<file path="config.mk">
export PLATFORM = sky130hd
export DESIGN_NAME = branch_resolution_queue
export DESIGN_NICKNAME = d
export VERILOG_FILES = /design/src/rtl/branch_resolution_queue.sv
export SDC_FILE = /design/constraint.sdc
export NUM_CORES = 1
export LEC_CHECK = 0
export BUFFER_PORTS_ARGS = -buffer_cell sky130_fd_sc_hd__buf_2
export CAP_MARGIN = 20
export CELL_PAD_IN_SITES_DETAIL_PLACEMENT = 1
export CELL_PAD_IN_SITES_GLOBAL_PLACEMENT = 1
export CORE_ASPECT_RATIO = 0.75
export CORE_MARGIN = 4
export CORE_UTILIZATION = 44
export DETAILED_ROUTE_END_ITERATION = 8
export GPL_ROUTABILITY_DRIVEN = 0
export PLACE_DENSITY = 0.76
export RECOVER_POWER = 50
export SLEW_MARGIN = 25
export SYNTH_ARGS = -nofsm -noshare
export SYNTH_HDL_FRONTEND = slang
export SYNTH_SLANG_ARGS = --single-unit
</file>
<file path="constraint.sdc">
create_clock -name clk -period 3.54 [get_ports clk]
set_input_delay 1.062 -clock clk [delete_from_list [all_inputs] [get_ports clk]]
set_output_delay 1.062 -clock clk [all_outputs]
set_load 0.05 [all_outputs]
</file>
<file path="src/rtl/branch_resolution_queue.sv">
// Branch resolution queue: in-order FIFO of in-flight branches holding the
// recovery address, predicted direction and predictor metadata. The oldest
// entry is resolved against the actual direction; a mismatch flushes the queue.
module branch_resolution_queue #(
   parameter int unsigned DEPTH  = 4,
   parameter int unsigned ADDR_W = 16,
   parameter int unsigned META_W = 2
) (
   input  logic                         clk,
   input  logic                         rst_n,
   input  logic                         stall,
   input  logic                         push_valid,
   input  logic [ADDR_W-1:0]            push_addr,
   input  logic                         push_pred,
   input  logic [META_W-1:0]            push_meta,
   output logic                         push_ready,
   input  logic                         resolve_valid,
   input  logic                         resolve_taken,
   output logic                         head_valid,
   output logic [ADDR_W-1:0]            head_addr,
   output logic                         head_pred,
   output logic [META_W-1:0]            head_meta,
   output logic                         mispredict,
   output logic [$clog2(DEPTH+1)-1:0]   count,
   output logic                         full,
   output logic                         empty,
   output logic                         overflow,
   output logic                         underflow,
   output logic [15:0]                  mispredict_cnt
);

   localparam int unsigned CW = $clog2(DEPTH + 1);
   localparam int unsigned PW = $clog2(DEPTH);

   logic [ADDR_W-1:0] addr_mem [DEPTH];
   logic              pred_mem [DEPTH];
   logic [META_W-1:0] meta_mem [DEPTH];

   logic [PW-1:0] head_ptr;
   logic [PW-1:0] tail_ptr;
   logic [CW-1:0] occ;

   logic pop;
   logic push_acc;
   logic drop;
   logic under;

   // Pointer advance with explicit wrap so non-power-of-two depths work.
   function automatic logic [PW-1:0] wrap_inc(input logic [PW-1:0] p);
      if (p == PW'(DEPTH - 1))
         return '0;
      else
         return p + PW'(1);
   endfunction

   assign count      = occ;
   assign empty      = (occ == '0);
   assign full       = (occ == CW'(DEPTH));
   assign head_valid = ~empty;

   // Head presentation, flush detection and handshake decode.
   always_comb begin
      head_addr  = '0;
      head_pred  = 1'b0;
      head_meta  = '0;
      if (head_valid) begin
         head_addr = addr_mem[head_ptr];
         head_pred = pred_mem[head_ptr];
         head_meta = meta_mem[head_ptr];
      end
      mispredict = ~stall & resolve_valid & head_valid &
                   (resolve_taken != pred_mem[head_ptr]);
      // A correct resolve frees the head slot this cycle, so a full queue
      // can still accept a push; held low while reset is asserted.
      push_ready = rst_n & ~stall &
                   (~full | (resolve_valid & ~empty & ~mispredict));
      pop        = ~stall & resolve_valid & ~empty & ~mispredict;
      push_acc   = push_valid & push_ready & ~mispredict;
      drop       = ~stall & push_valid & ~push_ready & ~mispredict;
      under      = ~stall & resolve_valid & empty;
   end

   // Pointer and occupancy update; a flush returns everything to slot 0.
   always_ff @(posedge clk or negedge rst_n) begin
      if (!rst_n) begin
         head_ptr <= '0;
         tail_ptr <= '0;
         occ      <= '0;
      end else if (!stall) begin
         if (mispredict) begin
            head_ptr <= '0;
            tail_ptr <= '0;
            occ      <= '0;
         end else begin
            if (pop)
               head_ptr <= wrap_inc(head_ptr);
            if (push_acc)
               tail_ptr <= wrap_inc(tail_ptr);
            occ <= occ + CW'(push_acc) - CW'(pop);
         end
      end
   end

   // Entry storage: write at tail on accepted push, wipe on flush.
   always_ff @(posedge clk or negedge rst_n) begin
      if (!rst_n) begin
         for (int unsigned i = 0; i < DEPTH; i++) begin
            addr_mem[i] <= '0;
            pred_mem[i] <= 1'b0;
            meta_mem[i] <= '0;
         end
      end else if (!stall) begin
         if (mispredict) begin
            for (int unsigned i = 0; i < DEPTH; i++) begin
               addr_mem[i] <= '0;
               pred_mem[i] <= 1'b0;
               meta_mem[i] <= '0;
            end
         end else if (push_acc) begin
            addr_mem[tail_ptr] <= push_addr;
            pred_mem[tail_ptr] <= push_pred;
            meta_mem[tail_ptr] <= push_meta;
         end
      end
   end

   // Sticky error flags and saturating mispredict statistics.
   always_ff @(posedge clk or negedge rst_n) begin
      if (!rst_n) begin
         overflow       <= 1'b0;
         underflow      <= 1'b0;
         mispredict_cnt <= '0;
      end else if (!stall) begin
         if (drop)
            overflow <= 1'b1;
         if (under)
            underflow <= 1'b1;
         if (mispredict && (mispredict_cnt != 16'hFFFF))
            mispredict_cnt <= mispredict_cnt + 16'd1;
      end
   end

endmodule

</file>
==> impl_results.md <==
- Status: completed
- Worst setup path category: reg2out
- Layout Nets: 614
- Via/cell ratio: 5.62
- Total power: 4970 uW
- First-pass GRT wire length: 23500 um
- Clk_skew: 7.99 ps
- Dpl cells: 709
- Ys async rst share: 100%
- CTS tree: yes
- Synth Area in Compound Gates: 8.87%
- DRC viols: 0
- Final core occ: 52.7%
- Full die area: 0.0131 mm^2
- ANT nets after route: 0
- Layout area overhead: 16.5%
- All-Layer GR Usage: 23.1%
- Critical Path AT: 2300 ps
- Wire length per cell: 19.6 um
- Sequential-to-total area share from yosys stat: 50.9%
- Yosys cell types: 36
- Cell-by-cell trace of the critical path: mux4_2 > xor2_1 > nand2_4 > inv_2 > buf_2
- CTS clk-pin slew, worst paths: 70 ps
- IO Count: 70
- Post-Syn Nets: 548
- Placed cell area: 0.00552 mm^2
- Final-report max-slew violation count: 0
- DRT Pass-1 Iters: 4
- Design Area, Final: 0.00579 mm^2
- Pre-CTS WS: -30.9 ps
- HPWL Detailed: 9350 um
- Largest family of logic cells by synthesized area: simple AND/OR/NAND/NOR gates
- Worst Setup End Kind: primary output
- CTS Buf Count: 9
- Max transition margin: 16.7%
- Synthesized flop and latch total: 101
- CP max-delay cell: mux4_2
- Layout Cells excl Fill: 725
- Post-CTS resize count: 0
- Total Wirelength: 14200 um
- Syn_area_per_cell: 9.66 um^2
- Post-synthesis mux area share: 9.67%
- Largest stage delay on the critical path: 520 ps
- RSZ-0062 raised after global routing: no
- Die width: 131 um
- Fmax: 298 MHz
- HP Class: reg2reg
- Worst vdd ir: 311 uV
- Root buffer cell: clkbuf_16
- CP startpoint kind: flip-flop
- Yosys warns: 0
- Antenna Cells: 0
- Row cnt: 33
- TritonCTS Sinks: 101
- Fin crit share: 94.9%
- Max_cap viols: 0
- P per Cell Area: 859 mW/mm^2
- Hold Vio Cnt, Final: 0
- Hold_buf cts: 0
- Simple-Gate Fraction of Synth Area: 21.0%
- Leakage: 0.00264 uW
- Worst Path Required: 2480 ps
- Cell Area, Synth: 0.00497 mm^2
- Routed via count: 4078
- Final WS setup: 181 ps
- Post-CTS setup buffers: 0
- Number of global-route vias before repair: 4428
- Cells after Synth: 514
- Layout cells sized above 1: 20.0%
- Starting DRT DRC Count: 206
- Total core area: 0.0110 mm^2
- Post-synthesis adder-cell area fraction: 2.42%
- Total congestion overflow: 0
- Largest net degree at the start of global routing: 80
- Max Buffers Root-to-Sink: 2
- H-tree depth: 3
- Synth Area in XOR/XNOR: 3.15%
- Port Buf Inserts: 69
- Worst skew pair latency: 340 ps
- Synth Flop Type: dfrtp_1
- Die height: 100 um
- Initial antenna violation count: 1
- Final Critical Period: 3360 ps
- Starting density of the core: 45.2%
- Crit Path Max Fanout: 5
- Worst-margin pin slew: 1250 ps
- EDFF count, synth: 0
- Final setup viols: 0
[routing by layer]
layer / share of wire, % / wire length (um) / track usage (%) / vias to the layer above
met5: 0.049 / 7 / 0 / -
met4: 1.6 / 228 / 6.09 / 2
met3: 3.9 / 558 / 4.41 / 19
met2: 49 / 6950 / 37.6 / 80
met1: 46 / 6500 / 32.0 / 2092
li1: - / - / - / 1885
[cell families (layout without fill, tap and decap cells)]
kind of cell / Yosys count / in the layout
compound gates: 85 / 85
xor+xnor: 17 / 17
fa+ha+maj: 9 / 9
buf+inv: 47 / 118
flops: 101 / 101
mux: 24 / 24
simple gates: 231 / 231
[power by group]
group	switching, uW	total, uW	internal (uW)
clock network	439	1030	588
registers	261	1800	1540
logic	1420	2140	720
total	2120	4970	2850
[worst max-delay path, delay by kind of cell (launching register included)]
kind,cells,cell delay (ps)
mux,1,520
xor+xnor,1,470
flops,1,420
buf+inv,2,420
simple gates,1,130
[synthesized netlist by cell type (all sizes together) (2+ instances only)]
master  instances  area [um^2]
clkbuf         15         56.3
xor2           11          104
buf            19         93.8
and2           21          131
mux2            2         22.5
nor2           11         41.3
nor4            2         18.8
o21ai           3         15.0
nand3          45          225
dfrtp         101         2530
mux4           19          428
or3             2         12.5
a21oi          78          390
nand2         132          500
xnor2           6         52.6
nand4           4         25.0
nor3            8         40.0
mux2i           3         30.0
inv            13         48.8
or4             2         15.0
ha              8          100
[per-stage QoR]
step                TNS (ps)  hold slack (ps)
floorplan              -88.8              495
global placement           0              448
detailed placement     -30.9              455
CTS                        0              471
global route               0              497
finish                     0              471
[area by class of cell]
| class | instances | area, um^2 |
|---|---|---|
| inverters | 13 | 48.8 |
| repair buffers | 89 | 467 |
| fillers | 1291 | 5200 |
| multi-input cells | 366 | 2260 |
| flip-flops and latches | 101 | 2530 |
| clock buffers | 11 | 253 |
| well taps | 140 | 175 |
| clock inverters | 5 | 57.6 |
[registers in the layout (all words and copies together), names as in the netlist]
signal,cells
addr_mem,64
mispredict_cnt,16
meta_mem,8
pred_mem,4
count,3
head_ptr,2
tail_ptr,2
overflow,1
underflow,1
[placed cells by master (no fill, tap or decap), drive strengths merged]
cell    instances
a41o            1
nor4            2
or3b            1
nand3          45
a31o            1
nand4           4
buf            70
ha              8
clkinv          3
nor4bb          1
and2           21
nand2         132
o31ai           1
mux2i           3
xor2           11
clkbuf         30
and3            1
bufinv          1
inv            14
nor4b           1
dfrtp         101
nor2           11
xnor2           6
nor3            8
fa              1
a22o            1
or3             2
o21ai           3
mux2            2
mux4           19
or4             2
a21oi          78
[path summary, 6_finish.rpt]
kind	from	end	slack, ps	cells past startpoint
worst min register to register	underflow$_DFFE_PN0P_	underflow$_DFFE_PN0P_	470	1
worst min-delay path	underflow$_DFFE_PN0P_	underflow$_DFFE_PN0P_	470	1
worst max register to register	pred_mem[1]$_DFFE_PN0P_	count[2]$_DFFE_PN0N_	360	12
worst max-delay path	pred_mem[1]$_DFFE_PN0P_	mispredict	180	5
min in group asynchronous	rst_n	overflow$_DFFE_PN0P_	1020	2
max in group asynchronous	rst_n	addr_mem[59]$_DFFE_PN0P_	580	3
No activity file was read; power rests on OpenSTA's default activity.
